$ cat src/rtl/sin_dds_driver_if.sv
// Control, ROM-read and sample-return signals of sin_dds_driver.
// The slave modport is the DDS driver side; master is the controller/ROM side.
interface sin_dds_driver_if #(
    parameter int unsigned PHASE_W = 32
);
    logic               i_start;
    logic               i_stop;
    logic [PHASE_W-1:0] i_fcw;
    logic [15:0]        i_burst_len;
    logic               o_rom_en;
    logic [9:0]         o_rom_addr;
    logic               i_rom_vld;
    logic [15:0]        i_rom_data;
    logic               o_busy;
    logic               o_done;
    logic               o_sample_vld;
    logic [15:0]        o_sample;
    logic [15:0]        o_smp_cnt;
    logic [15:0]        o_max;
    logic [15:0]        o_min;

    modport slave (
        input  i_start, i_stop, i_fcw, i_burst_len, i_rom_vld, i_rom_data,
        output o_rom_en, o_rom_addr, o_busy, o_done, o_sample_vld, o_sample,
               o_smp_cnt, o_max, o_min
    );

    modport master (
        output i_start, i_stop, i_fcw, i_burst_len, i_rom_vld, i_rom_data,
        input  o_rom_en, o_rom_addr, o_busy, o_done, o_sample_vld, o_sample,
               o_smp_cnt, o_max, o_min
    );
endinterface

$ cat src/rtl/sin_dds_driver.sv
// Phase-accumulator DDS front end: issues sine-ROM reads, drains in-flight
// returns and tracks returned samples. Peak tracking built only under SIN_DDS_PEAK_TRACK_EN.
module sin_dds_driver #(
    parameter int unsigned ROM_LAT = 2,
    parameter int unsigned PHASE_W = 32
) (
    input  logic            i_clk,
    input  logic            i_rst,
    sin_dds_driver_if.slave dds_if
);
    localparam int unsigned ADDR_W  = 10;
    localparam int unsigned CNT_W   = 16;
    localparam int unsigned SMP_W   = 16;
    localparam int unsigned DRAIN_W = $clog2(ROM_LAT + 2) + 1;
    localparam logic [DRAIN_W-1:0] DRAIN_LAST = DRAIN_W'(ROM_LAT + 1);

    typedef enum logic [1:0] {
        ST_IDLE  = 2'd0,
        ST_RUN   = 2'd1,
        ST_DRAIN = 2'd2
    } state_e;

    state_e             state_q;
    logic [PHASE_W-1:0] acc_q;
    logic [PHASE_W-1:0] acc_d;
    logic [PHASE_W-1:0] fcw_q;
    logic [CNT_W-1:0]   len_q;
    logic [CNT_W-1:0]   issue_q;
    logic [CNT_W-1:0]   issue_d;
    logic [DRAIN_W-1:0] drain_q;
    logic               rom_en_q;
    logic [ADDR_W-1:0]  rom_addr_q;
    logic               done_q;
    logic               smp_vld_q;
    logic [SMP_W-1:0]   smp_q;
    logic [CNT_W-1:0]   smp_cnt_q;
    logic               start_acc;
    logic               last_read;

    assign acc_d     = acc_q + fcw_q;
    assign issue_d   = issue_q + CNT_W'(1);
    assign last_read = (len_q != '0) && (issue_d == len_q);
    assign start_acc = (state_q == ST_IDLE) && dds_if.i_start;

    // Main FSM. DRAIN is timed from the last issued read so that o_done
    // lands ROM_LAT+2 cycles after the final o_rom_en, once its sample is in.
    always_ff @(posedge i_clk or posedge i_rst) begin
        if (i_rst) begin
            state_q    <= ST_IDLE;
            acc_q      <= '0;
            fcw_q      <= '0;
            len_q      <= '0;
            issue_q    <= '0;
            drain_q    <= '0;
            rom_en_q   <= 1'b0;
            rom_addr_q <= '0;
            done_q     <= 1'b0;
            smp_vld_q  <= 1'b0;
            smp_q      <= '0;
            smp_cnt_q  <= '0;
        end else begin
            done_q    <= 1'b0;
            rom_en_q  <= 1'b0;
            smp_vld_q <= dds_if.i_rom_vld;
            smp_q     <= dds_if.i_rom_data;
            if (dds_if.i_rom_vld && (smp_cnt_q != '1)) begin
                smp_cnt_q <= smp_cnt_q + CNT_W'(1);
            end

            case (state_q)
                ST_IDLE: begin
                    if (dds_if.i_start) begin
                        fcw_q     <= dds_if.i_fcw;
                        len_q     <= dds_if.i_burst_len;
                        acc_q     <= '0;
                        issue_q   <= '0;
                        smp_cnt_q <= '0;
                        state_q   <= ST_RUN;
                    end
                end
                ST_RUN: begin
                    if (dds_if.i_stop) begin
                        // No read this cycle, so one DRAIN cycle is already spent.
                        drain_q <= DRAIN_W'(1);
                        state_q <= ST_DRAIN;
                    end else begin
                        rom_en_q   <= 1'b1;
                        rom_addr_q <= acc_q[PHASE_W-1 -: ADDR_W];
                        acc_q      <= acc_d;
                        issue_q    <= issue_d;
                        if (last_read) begin
                            drain_q <= '0;
                            state_q <= ST_DRAIN;
                        end
                    end
                end
                ST_DRAIN: begin
                    if (drain_q == DRAIN_LAST) begin
                        done_q  <= 1'b1;
                        state_q <= ST_IDLE;
                    end else begin
                        drain_q <= drain_q + DRAIN_W'(1);
                    end
                end
                default: state_q <= ST_IDLE;
            endcase
        end
    end

`ifdef SIN_DDS_PEAK_TRACK_EN
    logic [SMP_W-1:0] max_q;
    logic [SMP_W-1:0] min_q;

    // Signed running peaks; a start re-seeds them to the opposite extremes.
    always_ff @(posedge i_clk or posedge i_rst) begin
        if (i_rst) begin
            max_q <= '0;
            min_q <= '0;
        end else if (start_acc) begin
            max_q <= 16'h8000;
            min_q <= 16'h7FFF;
        end else if (dds_if.i_rom_vld) begin
            if ($signed(dds_if.i_rom_data) > $signed(max_q)) begin
                max_q <= dds_if.i_rom_data;
            end
            if ($signed(dds_if.i_rom_data) < $signed(min_q)) begin
                min_q <= dds_if.i_rom_data;
            end
        end
    end

    assign dds_if.o_max = max_q;
    assign dds_if.o_min = min_q;
`else
    logic unused_start;
    assign unused_start = start_acc;
    assign dds_if.o_max = '0;
    assign dds_if.o_min = '0;
`endif

    assign dds_if.o_rom_en     = rom_en_q;
    assign dds_if.o_rom_addr   = rom_addr_q;
    assign dds_if.o_busy       = (state_q != ST_IDLE);
    assign dds_if.o_done       = done_q;
    assign dds_if.o_sample_vld = smp_vld_q;
    assign dds_if.o_sample     = smp_q;
    assign dds_if.o_smp_cnt    = smp_cnt_q;
endmodule
$ cat src/flat_wrapper.sv
// flat-port wrapper written by rule: the top's interface ports become plain ports
module sin_dds_driver_flat 
#(
    parameter int unsigned ROM_LAT = 2,
    parameter int unsigned PHASE_W = 32
)
  (i_clk, i_rst, dds_if_i_start, dds_if_i_stop, dds_if_i_fcw, dds_if_i_burst_len, dds_if_i_rom_vld, dds_if_i_rom_data, dds_if_o_rom_en, dds_if_o_rom_addr, dds_if_o_busy, dds_if_o_done, dds_if_o_sample_vld, dds_if_o_sample, dds_if_o_smp_cnt, dds_if_o_max, dds_if_o_min);
  sin_dds_driver_if #(.PHASE_W(PHASE_W)) dds_if_i ();
  input  logic i_clk;
  input  logic i_rst;
  input wire logic [$bits(dds_if_i.i_start)-1:0] dds_if_i_start;
  input wire logic [$bits(dds_if_i.i_stop)-1:0] dds_if_i_stop;
  input wire logic [$bits(dds_if_i.i_fcw)-1:0] dds_if_i_fcw;
  input wire logic [$bits(dds_if_i.i_burst_len)-1:0] dds_if_i_burst_len;
  input wire logic [$bits(dds_if_i.i_rom_vld)-1:0] dds_if_i_rom_vld;
  input wire logic [$bits(dds_if_i.i_rom_data)-1:0] dds_if_i_rom_data;
  output wire logic [$bits(dds_if_i.o_rom_en)-1:0] dds_if_o_rom_en;
  output wire logic [$bits(dds_if_i.o_rom_addr)-1:0] dds_if_o_rom_addr;
  output wire logic [$bits(dds_if_i.o_busy)-1:0] dds_if_o_busy;
  output wire logic [$bits(dds_if_i.o_done)-1:0] dds_if_o_done;
  output wire logic [$bits(dds_if_i.o_sample_vld)-1:0] dds_if_o_sample_vld;
  output wire logic [$bits(dds_if_i.o_sample)-1:0] dds_if_o_sample;
  output wire logic [$bits(dds_if_i.o_smp_cnt)-1:0] dds_if_o_smp_cnt;
  output wire logic [$bits(dds_if_i.o_max)-1:0] dds_if_o_max;
  output wire logic [$bits(dds_if_i.o_min)-1:0] dds_if_o_min;
  assign dds_if_i.i_start = dds_if_i_start;
  assign dds_if_i.i_stop = dds_if_i_stop;
  assign dds_if_i.i_fcw = dds_if_i_fcw;
  assign dds_if_i.i_burst_len = dds_if_i_burst_len;
  assign dds_if_i.i_rom_vld = dds_if_i_rom_vld;
  assign dds_if_i.i_rom_data = dds_if_i_rom_data;
  assign dds_if_o_rom_en = dds_if_i.o_rom_en;
  assign dds_if_o_rom_addr = dds_if_i.o_rom_addr;
  assign dds_if_o_busy = dds_if_i.o_busy;
  assign dds_if_o_done = dds_if_i.o_done;
  assign dds_if_o_sample_vld = dds_if_i.o_sample_vld;
  assign dds_if_o_sample = dds_if_i.o_sample;
  assign dds_if_o_smp_cnt = dds_if_i.o_smp_cnt;
  assign dds_if_o_max = dds_if_i.o_max;
  assign dds_if_o_min = dds_if_i.o_min;
  sin_dds_driver #(.ROM_LAT(ROM_LAT), .PHASE_W(PHASE_W)) u_core (.i_clk(i_clk), .i_rst(i_rst), .dds_if(dds_if_i));
endmodule
$ cat config.mk
export PLATFORM = sky130hd
export DESIGN_NAME = sin_dds_driver_flat
export DESIGN_NICKNAME = d
export VERILOG_FILES = /design/src/rtl/sin_dds_driver_if.sv /design/src/rtl/sin_dds_driver.sv /design/src/flat_wrapper.sv
export SDC_FILE = /design/constraint.sdc
export NUM_CORES = 1
export LEC_CHECK = 0
export ABC_AREA = 1
export BUFFER_PORTS_ARGS = -buffer_cell sky130_fd_sc_hd__buf_2
export CORE_MARGIN = 2
export CORE_UTILIZATION = 53
export CTS_BUF_LIST = sky130_fd_sc_hd__clkbuf_8
export CTS_CLUSTER_DIAMETER = 80
export DETAILED_ROUTE_END_ITERATION = 6
export PLACE_DENSITY = 0.79
export SLEW_MARGIN = 0
export SYNTH_ARGS = -nofsm -noshare
export SYNTH_HDL_FRONTEND = slang
export SYNTH_SLANG_ARGS = --single-unit
$ cat constraint.sdc
create_clock -name i_clk -period 4.16 [get_ports i_clk]
set_input_delay 0.208 -clock i_clk [delete_from_list [all_inputs] [get_ports i_clk]]
set_output_delay 0.208 -clock i_clk [all_outputs]
set_load 0.01 [all_outputs]
# After elaboration in Yosys (flattened, before gate mapping)
# Index checks and enable logic that the tools add are counted.
[totals] ff_bits=146 inputBits=69 wordCells=61
[classes] addsub=4 eq_ne=10 muxes=22 n_bitwise=1 reduce_logical=12
[op_table] cell="2-to-1 mux 16 bit" count=5
[op_table] cell="2-to-1 mux 32 bit" count=2
[op_table] cell="case mux 32 bit (2 select lines)" count=1
[op_table] cell="adder 16 x 1 -> 16 bit, second input constant" count=2
[op_table] cell="adder 32 bit" count=1
[op_table] cell="case mux 16 bit (2 select lines)" count=1
[op_table] cell="equality test 16 bit" count=1
[op_table] cell="inequality test 16 bit, second input constant" count=1
[op_table] cell="nonzero test 16 bit" count=1
[op_table] cell="2-to-1 mux 3 bit" count=3
[op_table] cell="AND reduction 3 bit" count=3
[op_table] cell="2-to-1 mux 2 bit" count=4
[op_table] cell="inequality test 2 bit, second input constant" count=3
[op_table] cell="case mux 2 bit (3 select lines)" count=1
[op_table] cell="case mux 3 bit (2 select lines)" count=1
[op_table] cell="nonzero test 2 bit" count=3
[op_table] cell="2-to-1 mux 1 bit" count=4
[op_table] cell="AND reduction 2 bit" count=2
[op_table] cell="adder 3 x 1 -> 3 bit, second input constant" count=1
[op_table] cell="equality test 3 x 2 -> 1 bit, second input constant" count=1
[op_table] cell="inequality test 3 x 2 -> 1 bit, second input constant" count=1
[op_table] cell="equality test 2 x 1 -> 1 bit, second input constant" count=1
[op_table] cell="equality test 2 bit, second input constant" count=1
[op_table] cell="logical AND 1 bit" count=2
[op_table] cell="3 further kinds" count=3

# Longest topological paths before layout
# Gate-level depths: netlist of the first run.
[depth] depth_word=6 mapped_depth=17

# Least setup slack after synthesis of the first run
# Ideal clock, no wire load.
[synth_path] kind="register -> register" start="register u_core.fcw_q[0]" end="register u_core.acc_q[22]" setup_ns=0.131 arrival_ns=1.921 slack_ns=2.107 path_stages_with_launch=11 path_buffers=0 synth_period_minus_slack_ns=2.053 cell_sequence="dfrtp_1 ha_1 inv_1 fa_1 o21ai_2 a21boi_0 o21ai_2 a21oi_1 or2_2 nand3_1 o21ai_0"
[synth_between] elab_chain_len=3
[synth_lines] item="from (decl)" line_no="sin_dds_driver.sv:26" rtl="logic [PHASE_W-1:0] fcw_q;"
[synth_lines] item="from (signal assigned)" line_no="sin_dds_driver.sv:73" rtl="fcw_q <= dds_if.i_fcw;"
[synth_lines] item="adder 32 bit" line_no="sin_dds_driver.sv:40" rtl="assign acc_d = acc_q + fcw_q;"
[synth_lines] item="2-to-1 mux 32 bit" line_no="sin_dds_driver.sv:82" rtl="if (dds_if.i_stop) begin"
[synth_lines] item="case mux 32 bit (2 select lines)" line_no="sin_dds_driver.sv:70" rtl="case (state_q)"
[synth_lines] item="to (signal assigned)" line_no="sin_dds_driver.sv:50" rtl="acc_q <= '0;"
[synth_lines] item="to (signal assigned)" line_no="sin_dds_driver.sv:75" rtl="acc_q <= '0;"
[synth_lines] item="to (signal assigned)" line_no="sin_dds_driver.sv:89" rtl="acc_q <= acc_d;"
[synth_lines] item="to (decl)" line_no="sin_dds_driver.sv:24" rtl="logic [PHASE_W-1:0] acc_q;"
# Every way passes these cells. The select of a mux whose other input is x is not followed.
# A chain may end at the register's enable or synchronous reset.

# Worst setup path in the final report of the first run
[layout_path] start="register u_core.acc_q[0]" end="register u_core.acc_q[22]"
[layout_between] elab_chain_len=3
[layout_lines] item="adder 32 bit" line_no="sin_dds_driver.sv:40"
[layout_lines] item="2-to-1 mux 32 bit" line_no="sin_dds_driver.sv:82"
[layout_lines] item="case mux 32 bit (2 select lines)" line_no="sin_dds_driver.sv:70"
# Every way passes these cells. The select of a mux whose other input is x is not followed.

==> qor.yml, run 1 <==
start_util_pct: 54.45
synth_top_area_share_pct: 43.98
synth-edff-count: 0
wl_per_cell_um: 13.49
status: "finished clean"
drc_errors: 0
yosysSeqAreaShare_pct: 43.98
min_to: "u_core.fcw_q[29]"
mostFrequentLayoutCell: "nand2_1"
grtUsageTotal_pct: 25.29
synth.largest_area_cell: "dfrtp_1"
synth_fa_ha_area_share_pct: 5.512
critPathArrivalTime_ns: 2.74
whs_path_depth: 4
cp-start-kind: "flop"
drive_above_1_share_pct: 14.35
routed_wl_mm: 20.15
grt_overflow_total: 0
total_power_uw: 5694
final_util_pct: 65.81
ys.flop_type: "dfrtp_1"
min-delay-start: "dds_if_i_start"
ir_worst_vdd_mv: 0.3824
cts_tree: "yes"
vias: 7622
final_cell_mix: "347 x nand2_1, 146 x dfrtp_1, 114 x inv_1, 114 x buf_2, 85 x nor2_1"
synth-compound-area-share_pct: 12.08
post_cts_buffers: 0
gp_congestion: 0.9238
grt_first_pass_wirelength_mm: 33.73
r2r-end: "u_core.acc_q[22]"
r2r-start: "u_core.acc_q[0]"
drt-initial-drc-count: 472
root_buffer: "clkbuf_8"
period_share_pct: 57.68
synth-seq-cells: 146
final-hold-violation-count: 0
clk_pin_slew_ns: 0.09
hp-class: "in2reg"
cap_violations: 0
synth_simple_gate_area_share_pct: 27.41
r2r_slack_ns: 1.76
drtPass1Iterations: 5
synth.area.top_cells: "dfrtp_1 44%, nand2_1 16%, ha_1 5.3%"
tightest_slew_ns: 1.073
relSlewSlack_pct: 28.47
grt_max_degree: 92
yosys_warnings: 0
timing.fmax_ghz: 0.4168
clk_latency_ns: 0.46
end_kind: "flop"
antenna_found_initial: 0
ff2ff_path_depth: 10
slew_violations: 0
fill_cells: 1349
areaGrowthSynthToFinish_pct: 20.86
hpwl_mm: 13.77
synth_xor_area_share_pct: 1.657
yosysUniqueCellTypes: 44
worstSetupPathType: "reg2reg"
synthMuxAreaShare_pct: 0
crit_required_ns: 4.50
syn_inst: 1088
grt_pass1_vias: 7459
numCtsBuffers: 17
portBuffers: 114
cts_sinks: 146
setup_viol: 0
pin_count: 147
p_per_area_mw_per_mm2: 567.1
skew_ns: 0.01342
viasPerCell: 5.105
rsz0062_at_grt: "no"
clockBufferDepth: 2
htreeDepth: 4
dieArea_mm2: 0.01669
core_area_mm2: 0.01526
period_needed_ns: 2.399
multiInputGateArea_mm2: 0.003999
drt.antenna.violating_nets: 0
power_leakage_uw: 0.005191
netlist_area_mm2: 0.008308
fin_setup_tns_ns: 0
rows: 45
seq_area_mm2: 0.003654
cp_max_fo: 5
async_reset_ff_share_pct: 100.0
fp.dieH_um: 129.2
n_antenna_cell: 0
die_x_um: 129.2
final_nets: 1374
avgSynthCellArea_um2: 7.636
synth_top_family_by_area: "simple AND/OR/NAND/NOR gates"
[final cells by class]
class                           count  share of cell area [%]
Clock inverter                     13                   1.346
Clock buffer                       19                   2.604
Tap cell                          211                   2.629
Multi-Input combinational cell    799                   39.83
Sequential cell                   146                   36.39
Inverter                          119                   4.498
Timing Repair Buffer              186                   12.71
[cell usage after synthesis (6+ instances only)]
library cell / n
nor3_1: 11
nand2_1: 348
a32o_1: 8
o21bai_1: 8
nor2_2: 6
o21ai_0: 68
buf_4: 32
nor2_1: 85
o22ai_1: 13
or2_2: 6
xor2_1: 7
clkbuf_1: 21
nand3_1: 60
nand4_1: 7
inv_1: 114
a21oi_1: 64
ha_1: 35
dfrtp_1: 146
[critical path, stage by stage (launching register included)]
cell      delay (ns)
dfrtp_1         0.36
ha_1            0.17
inv_1           0.05
fa_1            0.41
o21ai_2         0.25
a21boi_0        0.17
o21ai_2         0.28
a21oi_1         0.14
or2_2           0.29
nand3_1         0.06
o21ai_0         0.08
[how the worst max path moves through the flow]
stage                                     startpoint                     endpoint  slack, ns  depth (start not counted)
after floorplan                                i_rst              u_core.acc_q[0]       0.03                          1
after global placement               u_core.fcw_q[0]             u_core.acc_q[22]       1.85                         10
after detailed placement             u_core.fcw_q[0]             u_core.acc_q[22]       1.78                         10
after CTS                            u_core.acc_q[0]             u_core.acc_q[22]       1.78                         10
after global routing      u_core.dds_if.o_smp_cnt[0]  u_core.dds_if.o_smp_cnt[14]       1.53                         13
final                                u_core.acc_q[0]             u_core.acc_q[22]       1.76                         10
[cell families after synthesis]
| family | Yosys count |
|---|---|
| AND/OR/NAND/NOR | 542 |
| buffers and inverters | 174 |
| adder cells (fa/ha/maj) | 36 |
| flip-flops | 146 |
| other | 1 |
| AO/OA/AOI/OAI | 178 |
| XOR/XNOR | 11 |
[metal layers]
metal	global-route usage, %	up-vias	routed length (um)
met4	6.841	0	302
met5	0	-	0
met1	31.94	3541	8949
met2	44.15	224	9907
met3	5.367	35	985
li1	-	3822	-
[power breakdown]
group	total (uW)	internal, uW	switching [uW]
Combinational	2450	880	1570
Sequential	2110	1830	286
Clock	1130	563	565
[per-stage QoR]
stage,hold slack (ns),setup WS (ns),std cells,area [um2]
floorplan,0.2394,0.02902,1119,8424
global placement,0.3153,1.850,1395,8984
detailed placement,0.3173,1.777,1395,8984
CTS,0.08965,1.777,1493,10040
global route,0.09492,1.533,1493,10040
finish,0.1025,1.761,1493,10040
[state kept, by name (all words and copies together) (netlist names)]
register / flops
u_core.acc_q: 32
u_core.len_q: 16
u_core.dds_if.o_rom_en: 1
u_core.dds_if.o_rom_addr: 10
u_core.dds_if.o_done: 1
u_core.dds_if.o_sample: 16
u_core.issue_q: 16
u_core.dds_if.o_smp_cnt: 16
u_core.state_q: 2
u_core.dds_if.o_sample_vld: 1
u_core.fcw_q: 32
u_core.drain_q: 3
[repair_timing]
item / in CTS / in global routing
hold buffers: 66 / 0
gates resized for setup: 0 / 0
hold endpoints to repair: 154 / 0
(Power assumes the default switching activity.)
==> run 2: changes to the inputs <==
==> constraint.sdc (replaced) <==
create_clock -name i_clk -period 2.2 [get_ports i_clk]
set_input_delay 0.11 -clock i_clk [delete_from_list [all_inputs] [get_ports i_clk]]
set_output_delay 0.11 -clock i_clk [all_outputs]
set_load 0.01 [all_outputs]
==> run 2 against run 1 <==
  * Core utilization up 2.0 points
  * Critical endpoint unchanged
  * Critical path depth unchanged
  * Critical path type unchanged
  * Largest cell class unchanged
  * Non-clock buffer count up 15
  * Via count up 0.50%
  * Sequential power up 91%
  * Combinational power up 100%
  * Sequential cell count unchanged
  * Fmax up 15%
  * Setup slack worse by 1.6 ns
  * Total power up 97%
==> qor.yml, run 2 (synthesis results as in run 1) <==
status: "finished clean"
period_share_pct: 94.76  # +37 points
drc_errors: 0  # unchanged
grt_max_degree: 70  # -24%
fin_setup_tns_ns: 0  # unchanged
cp-start-kind: "flop"
timing.fmax_ghz: 0.4797  # +15%
cap_violations: 0  # unchanged
final_nets: 1389  # +1.1%
numCtsBuffers: 17  # unchanged
drt-initial-drc-count: 587  # +24%
cp_max_fo: 4  # -1
multiInputGateArea_mm2: 0.004130  # +3.3%
mostFrequentLayoutCell: "nand2_1"
viasPerCell: 5.080  # -0.50%
n_antenna_cell: 0  # unchanged
path_cells: "ha_1 -> inv_1 -> fa_2 -> o21ai_4 -> a21boi_2 -> o21ai_2 -> a21oi_2 -> or2_2 -> nand3_1 -> o21ai_0"
antenna_found_initial: 0  # unchanged
hpwl_mm: 14.42  # +4.7%
startpoint: "u_core.fcw_q[0]"
setup_viol: 0  # unchanged
cts_sinks: 146  # unchanged
drive_above_1_share_pct: 17.66  # +3.3 points
worstSetupPathType: "reg2reg"
tightest_slew_ns: 0.5998  # -0.4732 ns
grt_first_pass_wirelength_mm: 33.95  # +0.63%
clockBufferDepth: 2  # unchanged
drtPass1Iterations: 6  # +1
critPathArrivalTime_ns: 2.42  # -0.32 ns
rsz0062_at_grt: "yes"
post-route-cell-area_mm2: 0.01034  # +3.0%
routed_wl_mm: 20.92  # +3.8%
placed_area_mm2: 0.009102  # +1.3%
root_buffer: "clkbuf_8"
skew_ns: 0.01355  # +0.0001349 ns
ir_worst_vdd_mv: 0.7895  # +110%
min-delay-start: "dds_if_i_stop"
portBuffers: 114  # unchanged
grtUsageTotal_pct: 25.56  # +0.27 points
clk_pin_slew_ns: 0.09  # about the same
r2r-start: "u_core.fcw_q[0]"
final-hold-violation-count: 0  # unchanged
crit_buf_inv: 1  # unchanged
grt_pass1_vias: 7333  # -1.7%
cp_slowest_cell: "fa_2"
top_regs: "u_core.acc_q x32, u_core.fcw_q x32"
drt.antenna.violating_nets: 0  # unchanged
start_util_pct: 54.45  # unchanged
power_leakage_uw: 0.005293  # +2.0%
htreeDepth: 4  # unchanged
hp-class: "in2reg"
slew_violations: 0  # unchanged
fill_cells: 1281  # -5.0%
crit_required_ns: 2.54  # -1.96 ns
dieArea_mm2: 0.01669  # unchanged
end_kind: "flop"
period_needed_ns: 2.085  # -0.3147 ns
fp.dieH_um: 129.2  # unchanged
core_area_mm2: 0.01526  # unchanged
clk_latency_ns: 0.46  # about the same
rows: 45  # unchanged
final_util_pct: 67.76  # +2.0 points
crit_family: "compound AO/OA/AOI/OAI gates"
vias: 7660  # +0.50%
p_per_area_mw_per_mm2: 1086  # +91%
die_x_um: 129.2  # unchanged
grt_overflow_total: 0  # unchanged
pin_count: 147  # unchanged
seq_area_mm2: 0.003656  # about the same
gp_congestion: 0.9587  # +3.8%
relSlewSlack_pct: 59.96  # +31 points
wl_per_cell_um: 13.87  # +2.8%
slowest_delay_ns: 0.37  # -0.04 ns
cts_tree: "yes"
total_power_uw: 11230  # +97%
final_cell_mix: "345 x nand2_1, 144 x dfrtp_1, 114 x buf_2"
areaGrowthSynthToFinish_pct: 24.44
==> run 2: cell types whose count changed in the layout (fill, tap and decap cells not counted), sizes merged <==
cell      before  now
buf          120  135
clkinvlp       4    6
inv          121  119
bufinv         2    3
clkbuf        19   18
==> run 2: per-layer routing <==
layer	track usage, %	up-vias	wire, um
met5	0	-	0
met4	7.481	0	451
met3	5.244	44	1040
met2	42.48	229	9926
met1	34.03	3545	9498
li1	-	3842	-
==> run 2: worst reg2reg max path: stages, from the launching register on <==
cell and delay, ns:
dfrtp_1 0.35, ha_1 0.16, inv_1 0.05, fa_2 0.37, o21ai_4 0.22, a21boi_2 0.09
o21ai_2 0.22, a21oi_2 0.08, or2_2 0.28, nand3_1 0.06, o21ai_0 0.08
==> run 2: where the power goes <==
part,internal (uW),switching [uW]
combinational,1860,3130
clock,1140,1070
sequential,3460,566
==> run 2: cell type report <==
type | instances | share of cell area (%)
clock inverters | 14 | 1.585
repair buffers | 201 | 13.80
flip-flops and latches | 146 | 35.36
multi-input cells | 799 | 39.95
inverters | 119 | 4.357
well taps | 211 | 2.554
clock buffers | 18 | 2.396
==> run 2: path summary, 6_finish.rpt <==
path	endpoint	slack (ns)	cells past startpoint
worst min register to register	u_core.dds_if.o_rom_addr[3]	0.48	2
min in group asynchronous	u_core.fcw_q[6]	0.29	4
worst max register to register	u_core.acc_q[22]	0.12	10
worst min-delay path	u_core.drain_q[0]	0.03	5
worst max-delay path	u_core.acc_q[22]	0.12	10
max in group asynchronous	u_core.len_q[11]	1.52	4
==> run 2: stage by stage <==
step	setup slack, ns	std cells	hold slack (ns)
after CTS	0.001904	1505	0.01938
after global placement	0.02330	1406	0.2173
after floorplan	0.1474	1119	0.1414
after detailed placement	-0.04314	1406	0.2196
final	0.1153	1508	0.03484
after global routing	-0.06236	1508	0.05904
==> run 2: repair_timing <==
item                                   in CTS  in global routing
setup endpoints to repair                   1                 22
pin swaps                                   1                  7
endpoints found under the hold margin     211                  0
buffers inserted                            1                  3
hold buffers                               66                  0
gates resized for setup                     0                 38
==> run 3: changes to the inputs <==
--- a/config.mk
+++ b/config.mk
@@ -8,11 +8,11 @@
 export ABC_AREA = 1
 export BUFFER_PORTS_ARGS = -buffer_cell sky130_fd_sc_hd__buf_2
 export CORE_MARGIN = 2
-export CORE_UTILIZATION = 53
+export CORE_UTILIZATION = 54
 export CTS_BUF_LIST = sky130_fd_sc_hd__clkbuf_8
 export CTS_CLUSTER_DIAMETER = 80
 export DETAILED_ROUTE_END_ITERATION = 6
-export PLACE_DENSITY = 0.79
+export PLACE_DENSITY = 0.77
 export SLEW_MARGIN = 0
 export SYNTH_ARGS = -nofsm -noshare
 export SYNTH_HDL_FRONTEND = slang
==> constraint.sdc (replaced) <==
create_clock -name i_clk -period 2.4 [get_ports i_clk]
set_input_delay 0.12 -clock i_clk [delete_from_list [all_inputs] [get_ports i_clk]]
set_output_delay 0.12 -clock i_clk [all_outputs]
set_load 0.01 [all_outputs]
==> run 3 against run 2 <==
  * Clock skew increased by 0.00080 ns
  * Via count is 0.14% lower
  * Setup slack improved by 0.10 ns
  * Highest routed layer unchanged
==> qor.yml, run 3 (synthesis results as in run 1) <==
status: "finished clean"
root_buffer: "clkbuf_8"
worst_slack_ns: 0.2197  # +0.1043 ns
grt_first_pass_wirelength_mm: 34.82  # +2.6%
multiInputGateArea_mm2: 0.004006  # -3.0%
worstSetupPathType: "reg2reg"
portBuffers: 114  # unchanged
path_cells: "ha_1 -> inv_1 -> fa_1 -> o21ai_4 -> a21boi_1 -> o21ai_2 -> a21oi_1 -> or2_2 -> nand3_1 -> o21ai_0"
clkPwrFrac_pct: 22.3  # +2.5 points
start_util_pct: 55.06  # +0.61 points
mostFrequentLayoutCell: "nand2_1"
grt_pass1_vias: 7571  # +3.2%
antenna_found_initial: 0  # unchanged
timing.fmax_ghz: 0.4586  # -4.4%
vias: 7649  # -0.14%
clk_latency_ns: 0.47  # about the same
place_inst: 1378  # -2.0%
crit_family: "compound AO/OA/AOI/OAI gates"
cp_slowest_cell: "fa_1"
crit_buf_inv: 1  # unchanged
seqPwrFrac_pct: 35.3  # -0.6 points
numCtsBuffers: 17  # unchanged
final-hold-violation-count: 0  # unchanged
final_cell_mix: "347 x nand2_1, 146 x dfrtp_1, 118 x inv_1"
gp_congestion: 0.9732  # +1.5%
relSlewSlack_pct: 54.83  # -5.1 points
routed_wl_mm: 20.74  # -0.85%
slowest_delay_ns: 0.43  # +0.06 ns
slew_violations: 0  # unchanged
drt.antenna.violating_nets: 0  # unchanged
top_regs: "u_core.acc_q x32, u_core.fcw_q x32"
cts_tree: "yes"
period_needed_ns: 2.180  # +0.09566 ns
fin_setup_tns_ns: 0  # unchanged
skew_ns: 0.01435  # +0.0008012 ns
clk_pin_slew_ns: 0.08  # about the same
period_share_pct: 90.85  # -3.9 points
crit_end: "u_core.acc_q[22]"
rows: 45  # unchanged
wl_per_cell_um: 14.00  # +0.96%
p_switching_uw: 4257  # -11%
drive_above_1_share_pct: 14.71  # -3.0 points
pin_count: 147  # unchanged
drt-initial-drc-count: 411  # -30%
place_ws_ns: 0.1193  # +0.1625 ns
grtUsageTotal_pct: 26.67  # +1.1 points
die_x_um: 128.0  # -0.90%
cp-start-kind: "flop"
fp.dieH_um: 128.0  # -0.90%
final_util_pct: 67.55  # -0.21 points
startpoint: "u_core.fcw_q[0]"
end_kind: "flop"
hp-class: "in2reg"
crit_required_ns: 2.74  # +0.20 ns
fill_cells: 1294  # +1.0%
internal_power_uw: 6120  # -5.3%
dieArea_mm2: 0.01639  # -1.8%
cts_sinks: 146  # unchanged
drc_errors: 0  # unchanged
r2r-start: "u_core.fcw_q[0]"
comb_power_share_pct: 42.4  # -2.0 points
drtPass1Iterations: 5  # -1
seq_area_mm2: 0.003654  # about the same
core_area_mm2: 0.01509  # -1.1%
grt_overflow_total: 0  # unchanged
grt_max_degree: 112  # +60%
ir_worst_vdd_mv: 0.6158  # -22%
power_leakage_uw: 0.005300  # +0.14%
tightest_slew_ns: 0.6776  # +0.07783 ns
p_per_area_mw_per_mm2: 1018  # -6.2%
ff2ff_path_depth: 10  # unchanged
finalNonFillerCells: 1481  # -1.8%
clockBufferDepth: 2  # unchanged
rsz0062_at_grt: "no"
htreeDepth: 4  # unchanged
cap_violations: 0  # unchanged
viasPerCell: 5.165  # +1.7%
setup_viol: 0  # unchanged
areaGrowthSynthToFinish_pct: 22.68
cp_max_fo: 5  # +1
r2r_slack_ns: 0.22  # +0.10 ns
final_nets: 1384  # -0.36%
cp.depth: 10  # unchanged
hpwl_mm: 14.09  # -2.3%
critPathArrivalTime_ns: 2.52  # +0.10 ns
r2r-end: "u_core.acc_q[22]"
power.share.switching_pct: 41.02  # -1.4 points
-- run 3: final cells by class --
class | count | share of cell area [%]
Inverter | 119 | 4.419
Tap cell | 188 | 2.308
Sequential cell | 146 | 35.85
Multi-Input combinational cell | 799 | 39.31
Antenna cell | 1 | 0.02455
Clock buffer | 18 | 2.431
Timing Repair Buffer | 196 | 13.50
Clock inverter | 14 | 2.161
-- run 3: worst min-delay path, cell delays in order --
cell and delay (ns):
buf_2 0.11, nand2_1 0.05, o21ai_0 0.06, nand3_1 0.08, nand2_1 0.07
-- run 3: worst min-delay path by stage --
stage / start / to / slack (ns) / cells after the start
floorplan: dds_if_i_rom_data[0] / u_core.dds_if.o_sample[0] / 0.15 / 0
global placement: dds_if_i_rom_data[1] / u_core.dds_if.o_sample[1] / 0.23 / 1
detailed placement: dds_if_i_rom_data[9] / u_core.dds_if.o_sample[9] / 0.23 / 1
CTS: dds_if_i_stop / u_core.drain_q[0] / 0.04 / 5
global route: dds_if_i_stop / u_core.drain_q[0] / 0.06 / 5
finish: dds_if_i_stop / u_core.drain_q[0] / 0.05 / 5
-- run 3: timing repair --
action	4_1_cts	5_1_grt
hold buffers	66	0
buffers inserted	0	4
setup endpoints to repair	0	2
resized for setup	0	2
hold endpoints to repair	211	0
-- run 3: layer usage --
layer  vias up  global-route usage, %  wire, um
met5         -                      0         0
met4         0                  7.951       421
met3        44                  6.052       963
met2       217                  45.89     10180
met1      3552                  33.76      9172
li1       3836                      -         -
-- run 3: through the flow --
stage	cell area, um2	power, uW	hold slack, ns
6_report	10190	10380	0.05490
5_1_grt	10190	11220	0.05871
4_1_cts	10150	10330	0.04230
3_5_place_dp	9024	7895	0.2293
3_3_place_gp	9024	7807	0.2273
2_1_floorplan	8428	6714	0.1514
-- run 3: power groups by stage --
| stage | clock (uW) | combinational (uW) | sequential (uW) |
|---|---|---|---|
| floorplan | 0 | 3090 | 3630 |
| global placement | 0 | 4140 | 3670 |
| detailed placement | 0 | 4210 | 3690 |
| CTS | 2350 | 4330 | 3650 |
| global route | 2460 | 5020 | 3740 |
| finish | 2320 | 4400 | 3660 |
